`config.mk`:
```
export PLATFORM = sky130hd
export DESIGN_NAME = uart_tx_arb
export DESIGN_NICKNAME = d
export VERILOG_FILES = /design/src/rtl/uart_tx_arb.sv
export SDC_FILE = /design/constraint.sdc
export NUM_CORES = 1
export LEC_CHECK = 0
export CAP_MARGIN = 20
export CORE_ASPECT_RATIO = 0.5
export CORE_MARGIN = 2
export CORE_UTILIZATION = 40
export DETAILED_ROUTE_END_ITERATION = 10
export HOLD_SLACK_MARGIN = 0.08
export PLACE_DENSITY = 0.8
export SLEW_MARGIN = 10
export SYNTH_ARGS = -nofsm -noshare
export SYNTH_HDL_FRONTEND = slang
export SYNTH_SLANG_ARGS = --single-unit
```
`constraint.sdc`:
```
create_clock -name clk -period 2.3 [get_ports clk]
set_input_delay 0.46 -clock clk [delete_from_list [all_inputs] [get_ports clk]]
set_output_delay 0.46 -clock clk [all_outputs]
set_load 0.02 [all_outputs]
```
`src/rtl/uart_tx_arb.sv`:
```
`default_nettype none
// ============================================================================
//  Module   : uart_tx_arb
//  Purpose  : Round-robin scheduler sharing one UART transmitter among N_REQ
//             byte sources. A granted requester keeps the transmitter for a
//             whole packet (closed by its last flag). Every byte handoff is
//             sequenced against the UART tx_busy status.
//  Ports    : clk, rstn       - clock, synchronous active-low reset
//             req/data/last   - per-requester byte valid, byte, end-of-packet
//             ack             - one-cycle capture pulse to the served requester
//             tx_data/tx_req  - byte and start pulse to the UART transmitter
//             tx_busy         - UART transmitter busy status
//             grant_v/owner   - lock held flag and lock holder index
//             to_irq          - one-cycle forced-release pulse
//  Options  : UART_ARB_TIMEOUT_EN - enables the idle-lock timeout (TIMEOUT
//             consecutive GRANT cycles without req[owner] force a release).
//             Undefined: the lock is held indefinitely and to_irq is tied 0.
//  Revision : 1.0 - initial release
// ============================================================================
module uart_tx_arb #(
    parameter int N_REQ   = 4,
    parameter int DW      = 8,
    parameter int TIMEOUT = 255
) (
    input  logic                     clk,
    input  logic                     rstn,
    input  logic [N_REQ-1:0]         req,
    input  logic [N_REQ*DW-1:0]      data,
    input  logic [N_REQ-1:0]         last,
    output logic [N_REQ-1:0]         ack,
    output logic [DW-1:0]            tx_data,
    output logic                     tx_req,
    input  logic                     tx_busy,
    output logic                     grant_v,
    output logic [$clog2(N_REQ)-1:0] owner,
    output logic                     to_irq
);

    localparam int OW = $clog2(N_REQ);

    typedef enum logic [1:0] {
        IDLE       = 2'd0,
        GRANT      = 2'd1,
        WAIT_START = 2'd2,
        WAIT_END   = 2'd3
    } state_t;

    if (N_REQ < 2 || N_REQ > 8 || DW < 1 || TIMEOUT < 1) begin : g_param_check
        $error("uart_tx_arb: parameter out of range");
    end

    // Per-requester byte view so the owner index selects a whole byte.
    logic [DW-1:0] data_arr [N_REQ];
    for (genvar gi = 0; gi < N_REQ; gi++) begin : g_unpack
        assign data_arr[gi] = data[gi*DW +: DW];
    end

    state_t            state_q, state_d;
    logic [OW-1:0]     rr_q, rr_d;
    logic [OW-1:0]     owner_q, owner_d;
    logic              grant_v_q, grant_v_d;
    logic [N_REQ-1:0]  ack_q, ack_d;
    logic [DW-1:0]     tx_data_q, tx_data_d;
    logic              tx_req_q, tx_req_d;
    logic              last_q, last_d;

`ifdef UART_ARB_TIMEOUT_EN
    localparam int CW = $clog2(TIMEOUT + 1);
    logic [CW-1:0]     cnt_q, cnt_d;
    logic              to_irq_q, to_irq_d;
`endif

    // Round-robin pick: scan downward in distance from rr so the nearest
    // requester after rr is the last (winning) assignment.
    logic [OW-1:0] pick;
    logic [OW-1:0] cand;
    always_comb begin
        pick = '0;
        cand = '0;
        for (int i = N_REQ; i >= 1; i--) begin
            cand = OW'((int'(rr_q) + i) % N_REQ);
            if (req[cand]) begin
                pick = cand;
            end
        end
    end

    always_comb begin
        state_d   = state_q;
        rr_d      = rr_q;
        owner_d   = owner_q;
        grant_v_d = grant_v_q;
        tx_data_d = tx_data_q;
        last_d    = last_q;
        ack_d     = '0;
        tx_req_d  = 1'b0;
`ifdef UART_ARB_TIMEOUT_EN
        cnt_d     = cnt_q;
        to_irq_d  = 1'b0;
`endif
        case (state_q)
            IDLE: begin
                // A busy UART (e.g. still shifting across a reset) blocks grants.
                if (!tx_busy && (|req)) begin
                    owner_d   = pick;
                    grant_v_d = 1'b1;
                    state_d   = GRANT;
`ifdef UART_ARB_TIMEOUT_EN
                    cnt_d     = '0;
`endif
                end
            end
            GRANT: begin
                if (req[owner_q]) begin
                    tx_data_d      = data_arr[owner_q];
                    tx_req_d       = 1'b1;
                    ack_d[owner_q] = 1'b1;
                    last_d         = last[owner_q];
                    state_d        = WAIT_START;
`ifdef UART_ARB_TIMEOUT_EN
                    cnt_d          = '0;
                end else if (cnt_q == CW'(TIMEOUT - 1)) begin
                    // This is the TIMEOUT-th idle GRANT cycle: force release.
                    to_irq_d  = 1'b1;
                    grant_v_d = 1'b0;
                    rr_d      = owner_q;
                    state_d   = IDLE;
                    cnt_d     = '0;
                end else begin
                    cnt_d     = cnt_q + CW'(1);
`endif
                end
            end
            WAIT_START: begin
                if (tx_busy) begin
                    state_d = WAIT_END;
                end
            end
            WAIT_END: begin
                if (!tx_busy) begin
                    if (last_q) begin
                        rr_d      = owner_q;
                        grant_v_d = 1'b0;
                        state_d   = IDLE;
                    end else begin
                        state_d   = GRANT;
`ifdef UART_ARB_TIMEOUT_EN
                        cnt_d     = '0;
`endif
                    end
                end
            end
            default: begin
                state_d = IDLE;
            end
        endcase
    end

    always_ff @(posedge clk) begin
        if (!rstn) begin
            state_q   <= IDLE;
            rr_q      <= OW'(N_REQ - 1);
            owner_q   <= '0;
            grant_v_q <= 1'b0;
            ack_q     <= '0;
            tx_data_q <= '0;
            tx_req_q  <= 1'b0;
            last_q    <= 1'b0;
`ifdef UART_ARB_TIMEOUT_EN
            cnt_q     <= '0;
            to_irq_q  <= 1'b0;
`endif
        end else begin
            state_q   <= state_d;
            rr_q      <= rr_d;
            owner_q   <= owner_d;
            grant_v_q <= grant_v_d;
            ack_q     <= ack_d;
            tx_data_q <= tx_data_d;
            tx_req_q  <= tx_req_d;
            last_q    <= last_d;
`ifdef UART_ARB_TIMEOUT_EN
            cnt_q     <= cnt_d;
            to_irq_q  <= to_irq_d;
`endif
        end
    end

    assign ack     = ack_q;
    assign tx_data = tx_data_q;
    assign tx_req  = tx_req_q;
    assign grant_v = grant_v_q;
    assign owner   = owner_q;
`ifdef UART_ARB_TIMEOUT_EN
    assign to_irq  = to_irq_q;
`else
    assign to_irq  = 1'b0;
`endif

endmodule
`default_nettype wire

```
==> summary.txt <==
Clock tree
  – Post_cts resized: 0
  – CTS Hold Buffers Added: 0
  – Root buf cell: clkbuf_8
  – H-tree Lvls: 1
  – Longest Clk Path Bufs: 2
  – Setup bufs post-CTS: 0
  – Clock Pin Slew Worst Setup and Hold Paths: 80 ps
  – Clock Latency Late Sink: about 260 ps
  – Clock buffer count from CTS: 3
  – TritonCTS clock tree: yes
  – CTS sink cnt: 21

Worst setup path
  – Setup Crit Path Kind: reg2out
  – Type of origin of the critical path: flop
  – Slowest stage delay, CP: between 600 and 700 ps
  – Worst EP arrival: 1500 ps
  – CP bufs+invs: 1
  – Crit path cell chain: clkdlybuf4s50_1
  – CP max-delay cell: clkdlybuf4s50_1
  – Crit path max-delay family: buffers and inverters
  – CP required: 1840 ps
  – Kind of end point of the critical path: output pin
  – CP max FO: 7

Placement
  – RePlAce Congestion: between 0.8 and 0.9
  – PortBufs: 58
  – Final HPWL DP: between 2000 and 3000 µm
  – Worst slack, placed: roughly 120 ps
  – Cells after DPL: between 200 and 250

Detailed routing
  – Drt total wl: approximately 3300 µm
  – Avg WL per Cell: 15.4 µm
  – Number of remaining DRC errors: 0
  – First DRT Iteration DRCs: 39
  – Via count: 1066
  – Vias per inst: a little over 5
  – Drt pass-1 iters: 4
  – Routed Antenna Nets: 0

GRT
  – Total track usage: 0.200
  – Vias in the first global route: 1093
  – Largest net degree at the start of global routing: 16
  – Antenna violations before repair: 0
  – First-pass GRT wire length: ~5200 µm
  – Global route overflow: 0

Synth
  – Yosys cell types: 33
  – Sequential share of the synthesized area: 0.348
  – Syn Area/Cell: between 10 and 15 µm²
  – Post-synth EDFFs: 0
  – Share of the synthesized area in the top cell type: 0.348
  – Syn. warnings: 0
  – Leading area contributor after synthesis: dfxtp_1
  – Main area contributors after synthesis: dfxtp_1 (35%), mux4_2 (11%), mux2i_1 (9.9%), mux4_1 (8.7%), ha_1 (5.2%)
  – Cells after synthesis: ~110
  – Asr flop ratio synth: 0
  – Synthesized cell area: roughly 1200 µm²
  – Synth Register Bits: 21
  – Top_reg_cell synth: dfxtp_1
  – Syn Nets: 160

Timing
  – Worst-margin pin slew: around 550 ps
  – Final worst slack: approximately 340 ps
  – Period Utilization, post-route: 0.852
  – Max Fclk: about 500 MHz
  – Max-slew violation count: 0
  – Hold slack: 456 ps
  – Final hold viol count: 0
  – Worst Skew: about 5 ps
  – Slew margin rel.: 0.632
  – # setup viols final: 0
  – Min Tclk post-route: 1960 ps
  – Setup tns final: 0 ps
  – RSZ-0062 raised after global routing: false

Power and ir drop
  – Register share of total power: 0.344
  – PwrDens: 735 nW/µm²
  – Switching Share: 0.353
  – Comb pwr share: 0.477
  – Leakage power: approximately 0.77 nW
  – Peak VDD IR: 0.361 mV
  – NetSw: around 0.5 mW
  – Clk pwr share: 0.179
  – Internal power: just under 0.9 mW

Outcome
  – Status: finished, final reports clean

Cells and area
  – Final nets: 220
  – Diode count: 0
  – Fin cells: around 210
  – Area Growth Syn to Fin: 55.1%
  – Fraction of layout cells with a size suffix above 1: 0.0936
  – Fillers: about 250
  – Multi-input gate area: a little over 700 µm²
  – Register Area: around 420 µm²

Die
  – Die Wd: between 80 and 90 µm
  – Row count: 14
  – Initial Utilization: 0.411
  – Ports: 60
  – Core area: between 2000 and 3000 µm²
  – Die Ht: between 40 and 50 µm
  – Die Area: roughly 3500 µm²

Hold path
  – Min-Delay Path Class: reg2reg

Flow run
  – Max_cap viols: 0
## per-layer routing
metal,share of wire,global-route usage,wire (µm)
met5,0,0,0
met4,0.015,0.0733,48
met3,0.027,0.0468,87
met2,0.51,0.343,1670
met1,0.45,0.246,1450
## worst min-delay path: stages (launching register included)
cell,delay [ps]
dfxtp_1,310
nand2_1,50
a21oi_1,50
## cells in the final DEF, fill, tap and decap left out, drive strengths merged
cell	n
nand3	3
a21oi	2
o31a	1
nor2b	1
nor4	1
nand2b	2
buf	3
conb	1
nand2	5
nor2	13
nand3b	2
nor3b	4
o2bb2ai	1
clkinvlp	1
mux2i	12
nor3	1
and3	1
a31oi	2
mux4	10
clkdlybuf4s50	58
o21ai	3
o22a	1
a211oi	1
a22oi	1
clkbuf	3
ha	5
a2bb2oi	1
dfxtp	21
inv	7
a311oi	1
a21o	3
## cell families after synthesis
group                      after synthesis  share of synthesized area
and+or+nand+nor                         33                      0.144
buffers and inverters                   13                     0.0518
adders and majority gates                5                     0.0518
other                                    1                    0.00310
AOI/OAI and AO/OA                       17                      0.104
muxes                                   22                      0.298
DFF                                     21                      0.348
## cell usage after synthesis (all sizes together) (2+ instances only)
cell / instances
nand2: 5
ha: 5
mux4: 10
clkbuf: 2
mux2i: 12
nor3b: 4
nand2b: 2
a21o: 3
nand3: 3
o21ai: 3
a31oi: 2
dfxtp: 21
nand3b: 2
buf: 4
a21oi: 2
nor2: 13
inv: 7
## metrics by stage
| step | power (mW) | utilization | area (µm²) |
|---|---|---|---|
| 3_5_place_dp | 1.14 | 0.620 | 1830 |
| 2_1_floorplan | 0.905 | - | 1210 |
| 6_report | 1.38 | 0.637 | 1870 |
| 3_3_place_gp | 1.12 | 0.620 | 1830 |
| 5_1_grt | 1.46 | 0.637 | 1870 |
| 4_1_cts | 1.39 | 0.637 | 1870 |
## registers in the layout, indices dropped and copies added, names as in the netlist
register and cells:
tx_data 8, owner 2, tx_req 1, last_q 1, ack 4, state_q 2, rr_q 2, grant_v 1
## final cells by class
| class | instances | share of cell area |
|---|---|---|
| Inverter | 7 | 0.0140 |
| Tap cell | 40 | 0.0267 |
| Clock buffer | 3 | 0.0220 |
| Sequential cell | 21 | 0.224 |
| Clock inverter | 1 | 0.00401 |
| Multi-Input combinational cell | 78 | 0.387 |
| Timing Repair Buffer | 61 | 0.322 |
## power groups by stage
stage / sequential (mW) / combinational (mW) / clock (mW)
global route: 0.489 / 0.715 / 0.260
global placement: 0.481 / 0.637 / 0
floorplan: 0.516 / 0.389 / 0
detailed placement: 0.485 / 0.656 / 0
CTS: 0.477 / 0.661 / 0.249
finish: 0.475 / 0.657 / 0.247
## final timing paths
check	startpoint	endpoint	slack, ps	cells after the start
max	owner[0]	owner[0]	340	1
min	tx_data[5]	tx_data[5]	460	2
max reg2reg	owner[0]	last_q	490	4
min reg2reg	tx_data[5]	tx_data[5]	460	2
No activity file was read; power rests on OpenSTA's default activity.
